`config.mk`:
```
export PLATFORM = sky130hd
export DESIGN_NAME = dtc_preimage_search_flat
export DESIGN_NICKNAME = d
export VERILOG_FILES = /design/src/rtl/dtc_preimage_search_if.sv /design/src/rtl/dtc_preimage_search.sv /design/src/flat_wrapper.sv
export SDC_FILE = /design/constraint.sdc
export NUM_CORES = 1
export LEC_CHECK = 0
export CORE_UTILIZATION = 43
export CTS_CLUSTER_DIAMETER = 60
export DETAILED_ROUTE_END_ITERATION = 12
export GPL_TIMING_DRIVEN = 0
export PLACE_DENSITY = 0.75
export SYNTH_ARGS = -nofsm -noshare
export SYNTH_HDL_FRONTEND = slang
export SYNTH_SLANG_ARGS = --single-unit
```
`constraint.sdc`:
```
create_clock -name clk -period 1.7 [get_ports clk]
set_input_delay 0.51 -clock clk [delete_from_list [all_inputs] [get_ports clk]]
set_output_delay 0.51 -clock clk [all_outputs]
set_load 0.05 [all_outputs]
```
`src/rtl/dtc_preimage_search_if.sv`:
```
// ---------------------------------------------------------------------------
// dtc_preimage_search_if
// Purpose : bundles the request, classifier and result signals of the
//           preimage search engine.
// Signals : start/mode/target/abort  - search request and termination
//           cand_out / cls_in        - candidate to classifier, class back
//           busy/done                - search status
//           found/match_vec/match_count/aborted - results of last search
// Modports: master - requester + classifier side
//           slave  - search engine side
// ---------------------------------------------------------------------------
interface dtc_preimage_search_if;
    logic        start;
    logic        mode;
    logic [2:0]  target;
    logic        abort;
    logic [9:0]  cand_out;
    logic [2:0]  cls_in;
    logic        busy;
    logic        done;
    logic        found;
    logic [9:0]  match_vec;
    logic [10:0] match_count;
    logic        aborted;

    modport master (
        output start, mode, target, abort, cls_in,
        input  cand_out, busy, done, found, match_vec, match_count, aborted
    );

    modport slave (
        input  start, mode, target, abort, cls_in,
        output cand_out, busy, done, found, match_vec, match_count, aborted
    );
endinterface

```
`src/rtl/dtc_preimage_search.sv`:
```
// ---------------------------------------------------------------------------
// dtc_preimage_search
// Purpose : walks every 10-bit feature vector through an external
//           combinational classifier and records which vectors map to a
//           requested class (stop at first hit, or count all hits).
// Ports   : clk  - single clock, rising edge
//           rst  - synchronous active-high reset
//           bus  - dtc_preimage_search_if.slave (request, classifier
//                  handshake, status and results)
// ---------------------------------------------------------------------------
module dtc_preimage_search (
    input  logic                    clk,
    input  logic                    rst,
    dtc_preimage_search_if.slave    bus
);

    typedef enum logic [1:0] {
        S_IDLE = 2'd0,
        S_SCAN = 2'd1,
        S_DONE = 2'd2
    } state_t;

    state_t      r_state;
    state_t      w_state_nxt;

    logic [9:0]  r_cand;
    logic [2:0]  r_target_q;
    logic        r_mode_q;
    logic        r_found;
    logic [9:0]  r_match_vec;
    logic [10:0] r_match_count;
    logic        r_aborted;

    logic        w_hit;
    logic        w_last_cand;
    logic        w_stop_first;

    assign w_hit        = (bus.cls_in == r_target_q);
    assign w_last_cand  = (r_cand == 10'd1023);
    // Find-first mode leaves the scan on the hit itself.
    assign w_stop_first = w_hit && !r_mode_q;

    // State register
    always_ff @(posedge clk) begin
        if (rst) begin
            r_state <= S_IDLE;
        end else begin
            r_state <= w_state_nxt;
        end
    end

    // Next-state logic; abort takes precedence over a hit in the same cycle.
    always_comb begin
        w_state_nxt = r_state;
        case (r_state)
            S_IDLE: begin
                if (bus.start) begin
                    w_state_nxt = S_SCAN;
                end
            end
            S_SCAN: begin
                if (bus.abort || w_stop_first || w_last_cand) begin
                    w_state_nxt = S_DONE;
                end
            end
            S_DONE: begin
                w_state_nxt = S_IDLE;
            end
            default: begin
                w_state_nxt = S_IDLE;
            end
        endcase
    end

    // Candidate counter, captured parameters and results
    always_ff @(posedge clk) begin
        if (rst) begin
            r_cand        <= '0;
            r_target_q    <= '0;
            r_mode_q      <= 1'b0;
            r_found       <= 1'b0;
            r_match_vec   <= '0;
            r_match_count <= '0;
            r_aborted     <= 1'b0;
        end else begin
            case (r_state)
                S_IDLE: begin
                    if (bus.start) begin
                        r_cand        <= '0;
                        r_target_q    <= bus.target;
                        r_mode_q      <= bus.mode;
                        r_found       <= 1'b0;
                        r_match_vec   <= '0;
                        r_match_count <= '0;
                        r_aborted     <= 1'b0;
                    end
                end
                S_SCAN: begin
                    if (bus.abort) begin
                        // The candidate on the bus during abort is not scored.
                        r_aborted <= 1'b1;
                    end else begin
                        if (w_hit) begin
                            r_match_count <= r_match_count + 11'd1;
                            if (!r_found) begin
                                r_found     <= 1'b1;
                                r_match_vec <= r_cand;
                            end
                        end
                        // Hold on a find-first hit and on the last vector so
                        // cand_out never wraps within a search.
                        if (!w_stop_first && !w_last_cand) begin
                            r_cand <= r_cand + 10'd1;
                        end
                    end
                end
                default: begin
                end
            endcase
        end
    end

    assign bus.cand_out    = r_cand;
    assign bus.busy        = (r_state == S_SCAN);
    assign bus.done        = (r_state == S_DONE);
    assign bus.found       = r_found;
    assign bus.match_vec   = r_match_vec;
    assign bus.match_count = r_match_count;
    assign bus.aborted     = r_aborted;

endmodule

```
`src/flat_wrapper.sv`:
```
// flat-port wrapper written by rule: the top's interface ports become plain ports
module dtc_preimage_search_flat 
  (clk, rst, bus_start, bus_mode, bus_target, bus_abort, bus_cls_in, bus_cand_out, bus_busy, bus_done, bus_found, bus_match_vec, bus_match_count, bus_aborted);
  dtc_preimage_search_if bus_i ();
  input  logic clk;
  input  logic rst;
  input wire logic [$bits(bus_i.start)-1:0] bus_start;
  input wire logic [$bits(bus_i.mode)-1:0] bus_mode;
  input wire logic [$bits(bus_i.target)-1:0] bus_target;
  input wire logic [$bits(bus_i.abort)-1:0] bus_abort;
  input wire logic [$bits(bus_i.cls_in)-1:0] bus_cls_in;
  output wire logic [$bits(bus_i.cand_out)-1:0] bus_cand_out;
  output wire logic [$bits(bus_i.busy)-1:0] bus_busy;
  output wire logic [$bits(bus_i.done)-1:0] bus_done;
  output wire logic [$bits(bus_i.found)-1:0] bus_found;
  output wire logic [$bits(bus_i.match_vec)-1:0] bus_match_vec;
  output wire logic [$bits(bus_i.match_count)-1:0] bus_match_count;
  output wire logic [$bits(bus_i.aborted)-1:0] bus_aborted;
  assign bus_i.start = bus_start;
  assign bus_i.mode = bus_mode;
  assign bus_i.target = bus_target;
  assign bus_i.abort = bus_abort;
  assign bus_i.cls_in = bus_cls_in;
  assign bus_cand_out = bus_i.cand_out;
  assign bus_busy = bus_i.busy;
  assign bus_done = bus_i.done;
  assign bus_found = bus_i.found;
  assign bus_match_vec = bus_i.match_vec;
  assign bus_match_count = bus_i.match_count;
  assign bus_aborted = bus_i.aborted;
  dtc_preimage_search u_core (.clk(clk), .rst(rst), .bus(bus_i));
endmodule
```
==> impl_metrics.yaml <==
synth:
  yosys-top-cells-count: "dfxtp_1, nand2_1, a21oi_1"
  synth_seq_cells: 39
  yosysSeqAreaShare_pct: 44.1
  ys_async_sr_fraction_pct: 0
  syn_nets: 222
  syn_area_per_cell_um2: 8.48
  ys_top_cells_by_area: "dfxtp_1, a21oi_1, nand2_1"
  syn_inst: 209
  synth.largest_area_cell: "dfxtp_1"
  yosysWarnings: 0
  synth.most_common_cell: "dfxtp_1"
  yosys.cell_types.count: 36
  synth_top_area_share_pct: 44.1
  synthesis.area_um2: 1770
  ys.flop_type: "dfxtp_1"
  synth_edf_count: 0
min_path:
  min_to: "u_core.bus.match_vec[7]"
  hold_depth: 2
  holdCritStartpoint: "u_core.bus.match_vec[7]"
  hold_class: "reg2reg"
die:
  initial_core_util_pct: 46.6
  die_area_um2: 4380
  die_y_um: 66.2
  fp.coreArea_um2: 3800
  ioPinCount: 46
  rows: 22
  die_x_um: 66.2
power:
  p_per_area_nw_per_um2: 728
  vdd_drop_max_mv: 0.547
  p_leak_uw: 0.000902
  total_power_uw: 1890
timing:
  tns_ns: 0
  finClkSkew_ns: 0.00478
  worstMarginPinSlew_ns: 0.526
  setup_violations: 0
  clock.fmax_ghz: 0.592
  slew_viol_final: 0
  rsz0062_at_grt: "true"
  finalHoldViolCount: 0
  period_minus_slack_ns: 1.69
  min_period_over_period_pct: 99.4
  relSlewSlack_pct: 64.9
critical_path:
  r2r-end: "u_core.bus.cand_out[4]"
  arrival_ns: 1.18
  ff2ff_path_depth: 7
  worst-path-buf-inv: 1
  reg2reg_slack_ns: 0.07
  crit_family: "buffers and inverters"
  worst-path-max-fanout: 4
  end_kind: "output port"
  regToRegStartpoint: "u_core.bus.cand_out[1]"
  path_cells: "clkdlybuf4s15_1"
  cp_slowest_cell: "clkdlybuf4s15_1"
  critPathLaunchType: "flip-flop"
  worstSetupPathType: "reg2out"
  worst_ep_required_time_ns: 1.19
  slowest_delay_ns: 0.52
route:
  ant_nets: 0
  drt-initial-drc-count: 139
  routed.top_layer: "met4"
  wl_met1_um: 2500
  route.met3.wl_um: 209
  via_per_inst: 5.58
  vias: 1763
  drc: 0
  avgRoutedWirePerCell_um: 15.7
  routed_wl_um: 4960
  wl_met2_um: 2180
  dr.pass1.iters: 6
global_routing:
  overflow: 0
  grt_pass1_vias: 1591
  grt.total_usage_pct: 24.4
  grt_pass1_wl_um: 8040
  grt_max_degree: 14
  antenna_found_initial: 0
cts:
  clkTransAtPathRegs_ns: 0.08
  cts_max_path_buffers: 2
  htreeDepth: 2
  clk_latency_ns: 0.29
  hold_buffers: 0
  numCtsBuffers: 5
  cts.sinks: 39
  cts_tree: "built"
  root_buffer: "clkbuf_8"
cells_and_area:
  diodes: 0
  areaGrowthSynthToFinish_pct: 46.3
  fin_cells: 316
  fin_util_pct: 68.2
  drive_gt1_share_pct: 30.6
  nets: 280
status:
  status: "completed"
place:
  place.gp.congestion: 0.749
  port_buffers: 44
  place_inst: 301
  hpwl_um: 3150
flow_run:
  drv_cap: 0
metrics by stage:
step	hold WS, ns	setup WS [ns]	instance area (um^2)
after floorplan	0.471	-0.0285	1850
after global placement	0.442	-0.722	2350
after detailed placement	0.447	-0.735	2350
after CTS	0.454	-0.0644	2540
after global routing	0.477	-0.0204	2590
final	0.454	0.0107	2590
worst min-delay path: cells and delay by family (launching register included):
family | cells | cell delay, ns
compound gates | 1 | 0.05
simple gates | 1 | 0.05
flops | 1 | 0.31
where the power goes:
group | internal [uW] | switching [uW]
logic | 111 | 192
clock network | 286 | 345
registers | 929 | 24.7
total | 1330 | 562
registers in the layout (all words and copies together) (netlist names):
| signal | cells |
|---|---|
| u_core.bus.match_vec | 10 |
| u_core.bus.aborted | 1 |
| u_core.r_state | 2 |
| u_core.bus.match_count | 11 |
| u_core.bus.cand_out | 10 |
| u_core.bus.found | 1 |
| u_core.r_target_q | 3 |
| u_core.r_mode_q | 1 |
worst max path at each step:
stage	slack [ns]	to	cells past startpoint	startpoint
floorplan	-0.03	u_core.bus.cand_out[9]	5	bus_cls_in[0]
global placement	-0.72	u_core.bus.cand_out[3]	6	bus_cls_in[0]
CTS	-0.06	bus_busy	4	u_core.r_state[0]
global route	-0.02	u_core.bus.cand_out[4]	7	u_core.bus.cand_out[0]
detailed placement	-0.73	u_core.bus.cand_out[3]	6	bus_cls_in[0]
finish	0.01	bus_cand_out[4]	1	u_core.bus.cand_out[4]
kinds of logic (layout without fill, tap and decap cells):
kind of cell    count (synthesis)  in the layout  synth area share (%)
xor+xnor                       11             11                  5.44
fa+ha+maj                       2              2                  1.41
buf+inv                        12             69                  2.82
flops                          39             39                  44.1
compound gates                 53             55                  20.2
simple gates                   92             92                  26.1
area by class of cell:
class	instances	area (um^2)
buffer	7	45.0
clock buffer	5	68.8
clock inverter	3	20.0
fill	332	1210
inverter	2	7.51
multi-input combinational	160	1110
sequential	39	800
tap	48	60.1
timing repair buffer	52	478
layout by cell type, fill, tap and decap left out, types with 4 or more instances in the layout:
| cell type | Yosys | final |
|---|---|---|
| a21oi_1 | 26 | 26 |
| a311oi_1 | 5 | 5 |
| a31oi_1 | 5 | 5 |
| buf_4 | 0 | 9 |
| clkbuf_2 | 0 | 7 |
| clkbuf_8 | 0 | 5 |
| clkdlybuf4s15_1 | 0 | 13 |
| clkdlybuf4s15_2 | 0 | 13 |
| clkdlybuf4s50_1 | 0 | 5 |
| dfxtp_1 | 39 | 28 |
| dfxtp_2 | 0 | 9 |
| nand2_1 | 33 | 32 |
| nand2b_1 | 4 | 4 |
| nand3_1 | 16 | 16 |
| nor2_1 | 16 | 14 |
| xor2_1 | 7 | 4 |
per-layer routing:
| layer | global-route usage (%) | up-vias |
|---|---|---|
| met2 | 35.2 | 48 |
| li1 | - | 869 |
| met1 | 36.4 | 838 |
| met5 | 0 | - |
| met4 | 7.71 | 0 |
| met3 | 4.31 | 8 |
repair_timing:
action,CTS,global route
endpoints found under the setup margin,70,46
gates cloned,1,1
gates resized for setup,103,37
pin swaps,7,8
setup buffers,4,4
(Power assumes the default switching activity.)
